[src/rtl/collision_pkg.sv]
// ---------------------------------------------------------------------------
// collision_pkg
// Shared types and constants for the enemy collision detector.
//   enemy_state_t  : life-cycle state of the enemy (ALIVE / DYING / DEAD)
//   HIT_COUNT_W    : width of the kill counter
//   HIT_COUNT_MAX  : value at which the kill counter saturates
//   sat_inc_hits() : saturating increment of the kill counter
// ---------------------------------------------------------------------------
package collision_pkg;

    typedef enum logic [1:0] {
        ALIVE = 2'd0,
        DYING = 2'd1,
        DEAD  = 2'd2
    } enemy_state_t;

    localparam int                     HIT_COUNT_W   = 8;
    localparam logic [HIT_COUNT_W-1:0] HIT_COUNT_MAX = {HIT_COUNT_W{1'b1}};

    function automatic logic [HIT_COUNT_W-1:0] sat_inc_hits(input logic [HIT_COUNT_W-1:0] value);
        if (value == HIT_COUNT_MAX) begin
            return value;
        end
        return value + 1'b1;
    endfunction

endpackage

[src/rtl/frame_event_latch.sv]
// ---------------------------------------------------------------------------
// frame_event_latch
// Turns a level event into at most one registered pulse per video frame.
// A sticky flag remembers that the event already fired in this frame; it is
// cleared by startOfFrame, and an event coincident with startOfFrame is
// treated as belonging to the new frame.
//   clk          : system clock
//   resetN       : asynchronous active-low reset
//   startOfFrame : one-cycle pulse at the first pixel of a frame
//   eventIn      : qualified event (already gated by the caller)
//   fire         : combinational "this event is accepted now"
//   pulse        : registered one-cycle pulse, one clock after acceptance
//   sticky       : event has already been accepted in the current frame
// ---------------------------------------------------------------------------
module frame_event_latch (
    input  logic clk,
    input  logic resetN,
    input  logic startOfFrame,
    input  logic eventIn,
    output logic fire,
    output logic pulse,
    output logic sticky
);

    logic sticky_reg;
    logic pulse_reg;

    // At startOfFrame the old flag no longer blocks: the event opens the new frame.
    assign fire = eventIn && (startOfFrame || !sticky_reg);

    always_ff @(posedge clk or negedge resetN) begin
        if (!resetN) begin
            sticky_reg <= 1'b0;
            pulse_reg  <= 1'b0;
        end else begin
            sticky_reg <= (startOfFrame ? 1'b0 : sticky_reg) | eventIn;
            pulse_reg  <= fire;
        end
    end

    assign pulse  = pulse_reg;
    assign sticky = sticky_reg;

endmodule

[src/rtl/enemy_collision_detector.sv]
// ---------------------------------------------------------------------------
// enemy_collision_detector
// Pixel-level collision detection between one enemy, NUM_SHOTS player shots
// and the playfield border.
//   clk                 : system clock
//   resetN              : asynchronous active-low reset
//   startOfFrame        : one-cycle pulse at the first pixel of each frame
//   enemyDrawingRequest : current pixel lies inside the enemy
//   shotDrawingRequest  : bit i set when current pixel lies inside shot i
//   borderDrawingRequest: current pixel is a border pixel
//   pause               : freezes all event generation and state
//   respawn             : level request to revive a dead enemy
//   shotCollision       : bit i pulses once per frame when shot i hits
//   changeDirection     : pulses when the enemy touches the border
//   enemyAlive          : enemy can currently be hit
//   hitCount            : saturating kill counter
// ---------------------------------------------------------------------------
module enemy_collision_detector
    import collision_pkg::*;
#(
    parameter int NUM_SHOTS       = 3,
    parameter int BORDER_COOLDOWN = 2
) (
    input  logic                   clk,
    input  logic                   resetN,
    input  logic                   startOfFrame,
    input  logic                   enemyDrawingRequest,
    input  logic [NUM_SHOTS-1:0]   shotDrawingRequest,
    input  logic                   borderDrawingRequest,
    input  logic                   pause,
    input  logic                   respawn,
    output logic [NUM_SHOTS-1:0]   shotCollision,
    output logic                   changeDirection,
    output logic                   enemyAlive,
    output logic [HIT_COUNT_W-1:0] hitCount
);

    localparam int CD_W = (BORDER_COOLDOWN < 1) ? 1 : $clog2(BORDER_COOLDOWN + 1);
    localparam logic [CD_W-1:0] CD_LOAD = CD_W'(BORDER_COOLDOWN);

    // Index NUM_SHOTS of these vectors is the border channel.
    logic [NUM_SHOTS:0] event_vec;
    logic [NUM_SHOTS:0] fire_vec;
    logic [NUM_SHOTS:0] pulse_vec;
    logic [NUM_SHOTS:0] sticky_vec;

    enemy_state_t           state_reg, state_next;
    logic [HIT_COUNT_W-1:0] hit_count_reg, hit_count_next;
    logic [CD_W-1:0]        cooldown_reg, cooldown_next, cooldown_frame;

    logic hit_gate;
    logic any_hit;

    assign enemyAlive = (state_reg == ALIVE);
    assign hit_gate   = enemyDrawingRequest && enemyAlive && !pause;

    // Cooldown value that applies to the current cycle. The frame in which
    // the border event fired does not count as a cooldown frame, so the
    // counter only steps down at a frame start whose previous frame had no
    // accepted border event.
    always_comb begin
        cooldown_frame = cooldown_reg;
        if (startOfFrame && !sticky_vec[NUM_SHOTS] && (cooldown_reg != '0)) begin
            cooldown_frame = cooldown_reg - 1'b1;
        end
    end

    generate
        for (genvar gi = 0; gi < NUM_SHOTS; gi++) begin : g_shot_event
            assign event_vec[gi] = hit_gate && shotDrawingRequest[gi];
        end
    endgenerate

    assign event_vec[NUM_SHOTS] = hit_gate && borderDrawingRequest && (cooldown_frame == '0);

    generate
        for (genvar gi = 0; gi <= NUM_SHOTS; gi++) begin : g_latch
            frame_event_latch u_latch (
                .clk          (clk),
                .resetN       (resetN),
                .startOfFrame (startOfFrame),
                .eventIn      (event_vec[gi]),
                .fire         (fire_vec[gi]),
                .pulse        (pulse_vec[gi]),
                .sticky       (sticky_vec[gi])
            );
        end
    endgenerate

    assign shotCollision   = pulse_vec[NUM_SHOTS-1:0];
    assign changeDirection = pulse_vec[NUM_SHOTS];

    // The enemy leaves ALIVE on the same edge that registers the pulses, so
    // every shot overlapping in that first cycle still gets its pulse while
    // any later overlap is already masked by enemyAlive.
    assign any_hit = |fire_vec[NUM_SHOTS-1:0];

    always_comb begin
        state_next     = state_reg;
        hit_count_next = hit_count_reg;
        cooldown_next  = cooldown_frame;

        if (fire_vec[NUM_SHOTS]) begin
            cooldown_next = CD_LOAD;
        end

        if (!pause) begin
            unique case (state_reg)
                ALIVE: begin
                    if (any_hit) begin
                        state_next     = DYING;
                        hit_count_next = sat_inc_hits(hit_count_reg);
                    end
                end
                DYING: begin
                    if (startOfFrame) begin
                        state_next = DEAD;
                    end
                end
                DEAD: begin
                    if (startOfFrame && respawn) begin
                        state_next = ALIVE;
                    end
                end
                default: state_next = ALIVE;
            endcase
        end else begin
            cooldown_next = cooldown_reg;
        end
    end

    always_ff @(posedge clk or negedge resetN) begin
        if (!resetN) begin
            state_reg     <= ALIVE;
            hit_count_reg <= '0;
            cooldown_reg  <= '0;
        end else begin
            state_reg     <= state_next;
            hit_count_reg <= hit_count_next;
            cooldown_reg  <= cooldown_next;
        end
    end

    assign hitCount = hit_count_reg;

endmodule

[config.mk]
export PLATFORM = sky130hd
export DESIGN_NAME = enemy_collision_detector
export DESIGN_NICKNAME = d
export VERILOG_FILES = /design/src/rtl/collision_pkg.sv /design/src/rtl/frame_event_latch.sv /design/src/rtl/enemy_collision_detector.sv
export SDC_FILE = /design/constraint.sdc
export NUM_CORES = 1
export LEC_CHECK = 0
export CELL_PAD_IN_SITES_DETAIL_PLACEMENT = 0
export CELL_PAD_IN_SITES_GLOBAL_PLACEMENT = 1
export CORE_MARGIN = 2
export CORE_UTILIZATION = 33
export DETAILED_ROUTE_END_ITERATION = 7
export GPL_ROUTABILITY_DRIVEN = 0
export PLACE_DENSITY = 0.85
export RECOVER_POWER = 50
export SETUP_SLACK_MARGIN = 0.5
export SYNTH_ARGS = -nofsm -noshare
export SYNTH_HDL_FRONTEND = slang
export SYNTH_HIERARCHICAL = 1
export SYNTH_SLANG_ARGS = --single-unit
[constraint.sdc]
create_clock -name clk -period 2.15 [get_ports clk]
set_clock_uncertainty 0.15 [all_clocks]
set_input_delay 0.43 -clock clk [delete_from_list [all_inputs] [get_ports clk]]
set_output_delay 0.43 -clock clk [all_outputs]
set_load 0.05 [all_outputs]
# --- After elaboration in Yosys (flattened, before gate mapping) ---
# Cells that the tools add are included.
totals:
  ramBits: 0
  romBits: 0
  latchBits: 0
  memories: 0
  output_inout_bits: 13
  regBits: 20
  word_cells: 69
op_classes:
  order_cmp: 0
  n_bitwise: 5
  shifts: 0
  n_mux: 15
  mul: 0
  div_mod_pow: 0
  n_addsub: 2
  n_reduce_logical: 29
  n_eq_ne: 7
op_table:
  columns: ["op", "n"]
  rows:
  - ["logical AND 1 bit", 14]
  - ["2-to-1 mux 2 bit", 5]
  - ["adder 8 x 1 -> 8 bit (second input constant)", 1]
  - ["equality test 8 bit (second input constant)", 1]
  - ["2-to-1 mux 1 bit", 8]
  - ["2-to-1 mux 8 bit", 1]
  - ["AND reduction 4 bit", 2]
  - ["inequality test 2 bit (second input constant)", 3]
  - ["one-hot mux 2 bit (3 select lines)", 1]
  - ["logical NOT 1 bit", 5]
  - ["logical NOT 2 bit", 2]
  - ["logical OR 1 bit", 4]
  - ["OR 1 bit", 4]
  - ["OR reduction 3 bit", 1]
  - ["equality test 2 x 1 -> 1 bit (second input constant)", 1]
  - ["equality test 2 bit (second input constant)", 1]
  - ["inequality test 2 x 1 -> 1 bit (second input constant)", 1]
  - ["nonzero test 2 bit", 1]
  - ["subtractor 2 x 1 -> 2 bit (second input constant)", 1]
  - ["inverter 1 bit", 1]

# --- Depth between registers and ports, before layout ---
logic_depth:
  word_depth: 11
  depth_mapped: 9

# --- Cells and area by module ---
# The synthesis kept the hierarchy.
by_module_without_submodules:
  columns: ["module", "seq_area_each_um2", "area_per_inst_um2", "cells_each", "n_inst"]
  rows:
  - ["enemy_collision_detector", 300.3, 689.4, 68, 1]
  - ["frame_event_latch", 50.0, 68.8, 5, 4]

# --- Worst setup path before layout ---
# Ideal clock, no wire load.
synth_path:
  kind: "register -> register"
  from: "register state_reg[0]"
  to: "register hit_count_reg[1], in the netlist hitCount[1]"
  t_arrival_ps: 1791
  path_slack_ps: 84
  required_ps: 1875
  setup_time_ps: 125
  path_stages_with_launch: 8
  path_buffers: 0
  path_cell_list: "dfrtp_1 > nor3_4 > and3_2 > and2_1 > nor3_2 > and2b_2 > nand2_1 > mux2_2"
synth_via:
  elab_chain_len: 7
synth_rtl:
  columns: ["item", "line", "rtl"]
  rows:
  - ["start, declared", "enemy_collision_detector.sv:47", "enemy_state_t state_reg, state_next;"]
  - ["start signal, assigned", "enemy_collision_detector.sv:138", "state_reg <= state_next;"]
  - ["logical NOT 2 bit", "enemy_collision_detector.sv:54", "assign enemyAlive = (state_reg == ALIVE);"]
  - ["logical AND 1 bit (2 in a row)", "enemy_collision_detector.sv:55", "assign hit_gate = enemyDrawingRequest && enemyAlive && !pause;"]
  - ["logical AND 1 bit", "enemy_collision_detector.sv:70", "assign event_vec[gi] = hit_gate && shotDrawingRequest[gi];"]
  - ["named net event_vec[1]", "enemy_collision_detector.sv:42", "logic [NUM_SHOTS:0] event_vec;"]
  - ["logical AND 1 bit", "frame_event_latch.sv:29", "assign fire = eventIn && (startOfFrame || !sticky_reg);"]
  - ["named net fire_vec[1]", "enemy_collision_detector.sv:43", "logic [NUM_SHOTS:0] fire_vec;"]
  - ["OR reduction 3 bit", "enemy_collision_detector.sv:96", "assign any_hit = |fire_vec[NUM_SHOTS-1:0];"]
  - ["AND reduction 4 bit (no source line)", null, null]
  - ["end signal, assigned", "enemy_collision_detector.sv:139", "hit_count_reg <= hit_count_next;"]
  - ["end, declared", "enemy_collision_detector.sv:48", "logic [HIT_COUNT_W-1:0] hit_count_reg, hit_count_next;"]
# The timed path passes the listed nets, and every way through them passes these cells.
# A chain may end at the register's enable or synchronous reset.

# --- Final worst setup path ---
layout_path:
  from: "register state_reg[1]"
  to: "register hit_count_reg[1], in the netlist hitCount[1]"
# The elaborated chain is that of the path after synthesis.

==> run metrics <==
status complete, no violations; row count 19; synth top area cells dfrtp_1 (52%), nand2b_1 (5.8%), nand4_1 (3.2%), xnor2_1 (2.7%), and2_1 (2.6%); post-synth top area cell dfrtp_1; vias in the first global route 917; Starting Density 0.350; Worst Max-Slew Pin Slew 0.659 ns; Final min period 2.01 ns; Worst R2R Setup Slack 0.14 ns; CTS tree done; remaining antenna violation count 0; largest net degree at the start of global routing 13; crit path DAT 2.09 ns; most common library cell in the layout ignoring fill and taps buf_4; Worst slew margin 0.561; DR DRC count 0; most used cell, CP nor3_4; CTS buffer count 3; Die ar. around 3400 um^2; Mapped Cells 88; Leak Pwr 0.729 nW; Final Hold Fails 0; crit-path max cell delay 0.45 ns; Clock transition at path regs 0.13 ns; Sw Ratio 0.388; via/cell ratio 5.15; clock tree buffer depth 2; Combinational Power Share 0.514; Critical Path Sink Type register; Routed wire per std cell 14.0 um; final setup fails 0; Clock Sinks 20; most frequent cells in the layout buf_4 (24), dfrtp_1 (16), nand2b_1 (9); Max Slew Vio Count 0; Crit Reg-Reg Endpoint hitCount[1]; worst setup path class register to register; Synth Register Bits 20; syn avg cell area about 11 um^2; Post-CTS Hold Buffers 0; clock share of power 0.174; worst path cell trace nor3_4 > and3_1 > and2_4 > nor3_4 > and2b_2 > nand2_2 > mux2_4; Synth cell types 30; Reg power frac 0.313; total global routing overflow 0; Ant. Diodes 0; Fillers 237; vias 876; Slowest-stage cell, CP dfrtp_2; pwr/cell area 1190 nW/um^2; total core area about 2800 um^2; Top-Level Pins 23; DRT Wirelength 2380 um; switching power 707 uW; Pint 1.12 mW; WP data required 2.22 ns; reg2reg start state_reg[1]; gr busiest metal met2; VDD IR max approximately 0.00077 V; Worst Reg2Reg Path Length in Cells 7; share of the synthesized area in the top cell type 0.519; initial antenna violation count 0; max reg flops 8; final core occ 0.555; met3 usage 0.0201; synthesized net count 100; RSZ-0062 raised after global routing true; Root Buffer clkbuf_4; synth warn 6; Cell Area, Synth 965 um^2; fmax 0.497 GHz; GRT Total Usage 0.160; Worst Hold Margin 0.318 ns; met2 GRT Util 0.278; 1st-pass router iterations 4; Critical Path Fanout Max 5; Seq/Total Area, Yosys 0.519; Port Buffers 22; share of layout cells above drive strength 1 0.460; total of max-cap violations 0; Tcrit/Tclk final 0.937; initial DRC count 12; first-pass GRT wire length approximately 4200 um; Storage cell area 505 um^2; Hold WC Path Type primary input to async pin; area taken by multi-input logic gates 524 um^2; Area growth syn-to-layout 58.8%; CTS H-tree depth 1; nets 152; met1 GRT Util 0.195; hpwl dp 1690 um; die height just under 60 um; later-pin clock latency in the skew report 0.32 ns; Startpoint Class register; die width roughly 58 um
## critical path, delay by kind of cell (launching register included)
family	cells	cell delay (ns)
DFF	1	0.45
muxes	1	0.30
and+or+nand+nor	6	1.01
## power groups by stage
stage | logic (mW) | clock network (mW) | registers (mW)
final | 0.937 | 0.316 | 0.570
after global routing | 1.01 | 0.332 | 0.583
after CTS | 0.868 | 0.322 | 0.562
after detailed placement | 0.720 | 0 | 0.577
after global placement | 0.696 | 0 | 0.573
after floorplan | 0.327 | 0 | 0.706
## worst max path at each step
stage / startpoint / endpoint / slack (ns)
finish: state_reg[1] / hitCount[1] / 0.14
global route: state_reg[1] / hitCount[7] / 0.04
CTS: state_reg[0] / hitCount[7] / 0.15
detailed placement: pause / hitCount[1] / -0.40
global placement: pause / hitCount[1] / -0.37
floorplan: pause / hitCount[7] / 0.17
## timing repair
action | 4_1_cts | 5_1_grt
pin swaps | 13 | 9
buffers inserted | 8 | 5
setup endpoints to repair | 20 | 17
gates resized for setup | 33 | 7
## layout make-up
class | count | share of cell area
Tap cell | 31 | 0.0253
Sequential cell | 20 | 0.330
Inverter | 3 | 0.00735
Timing Repair Buffer | 47 | 0.261
Clock buffer | 3 | 0.0147
Multi-Input combinational cell | 65 | 0.342
Clock inverter | 1 | 0.0196
## cells in the mapped netlist
cell type,count
dfrtp_1,20
nand2b_1,9
nor2_1,6
nand4_1,5
a21oi_1,4
and2_1,4
nand3_1,4
o21ai_0,4
and3_2,3
inv_1,3
nand2_1,3
xnor2_1,3
a31oi_1,2
ha_1,2
a21boi_0,1
a2bb2oi_1,1
a32o_1,1
a41oi_1,1
and2b_2,1
and3_1,1
and4_1,1
mux2_1,1
mux2_2,1
nor3_1,1
nor3_2,1
nor3_4,1
nor3b_2,1
nor3b_4,1
or2b_1,1
xor2_1,1
## cells by family after synthesis
logic type / Yosys count / synth area share
and+or+nand+nor: 43 / 0.293
buffers and inverters: 3 / 0.0117
AOI/OAI and AO/OA: 14 / 0.0908
xor gates and xnor gates: 4 / 0.0363
muxes: 2 / 0.0233
DFF: 20 / 0.519
adders and majority gates: 2 / 0.0259
## stage by stage
step	power (mW)	worst slack (ns)	instances	TNS (ns)	cell area [um^2]
global placement	1.27	-0.370	153	-2.30	1340
finish	1.82	0.136	170	0	1530
detailed placement	1.30	-0.400	153	-2.73	1340
floorplan	1.03	0.173	88	0	1010
CTS	1.75	0.155	165	0	1490
global route	1.92	0.0430	170	0	1530
## metal layers
| metal | vias up | share of wire | routed length (um) |
|---|---|---|---|
| li1 | 420 | - | - |
| met1 | 436 | 0.41 | 985 |
| met2 | 13 | 0.54 | 1300 |
| met3 | 7 | 0.018 | 42 |
| met4 | 0 | 0.026 | 61 |
| met5 | - | 0 | 0 |
Note: power is estimated with default switching activity, not from simulation.
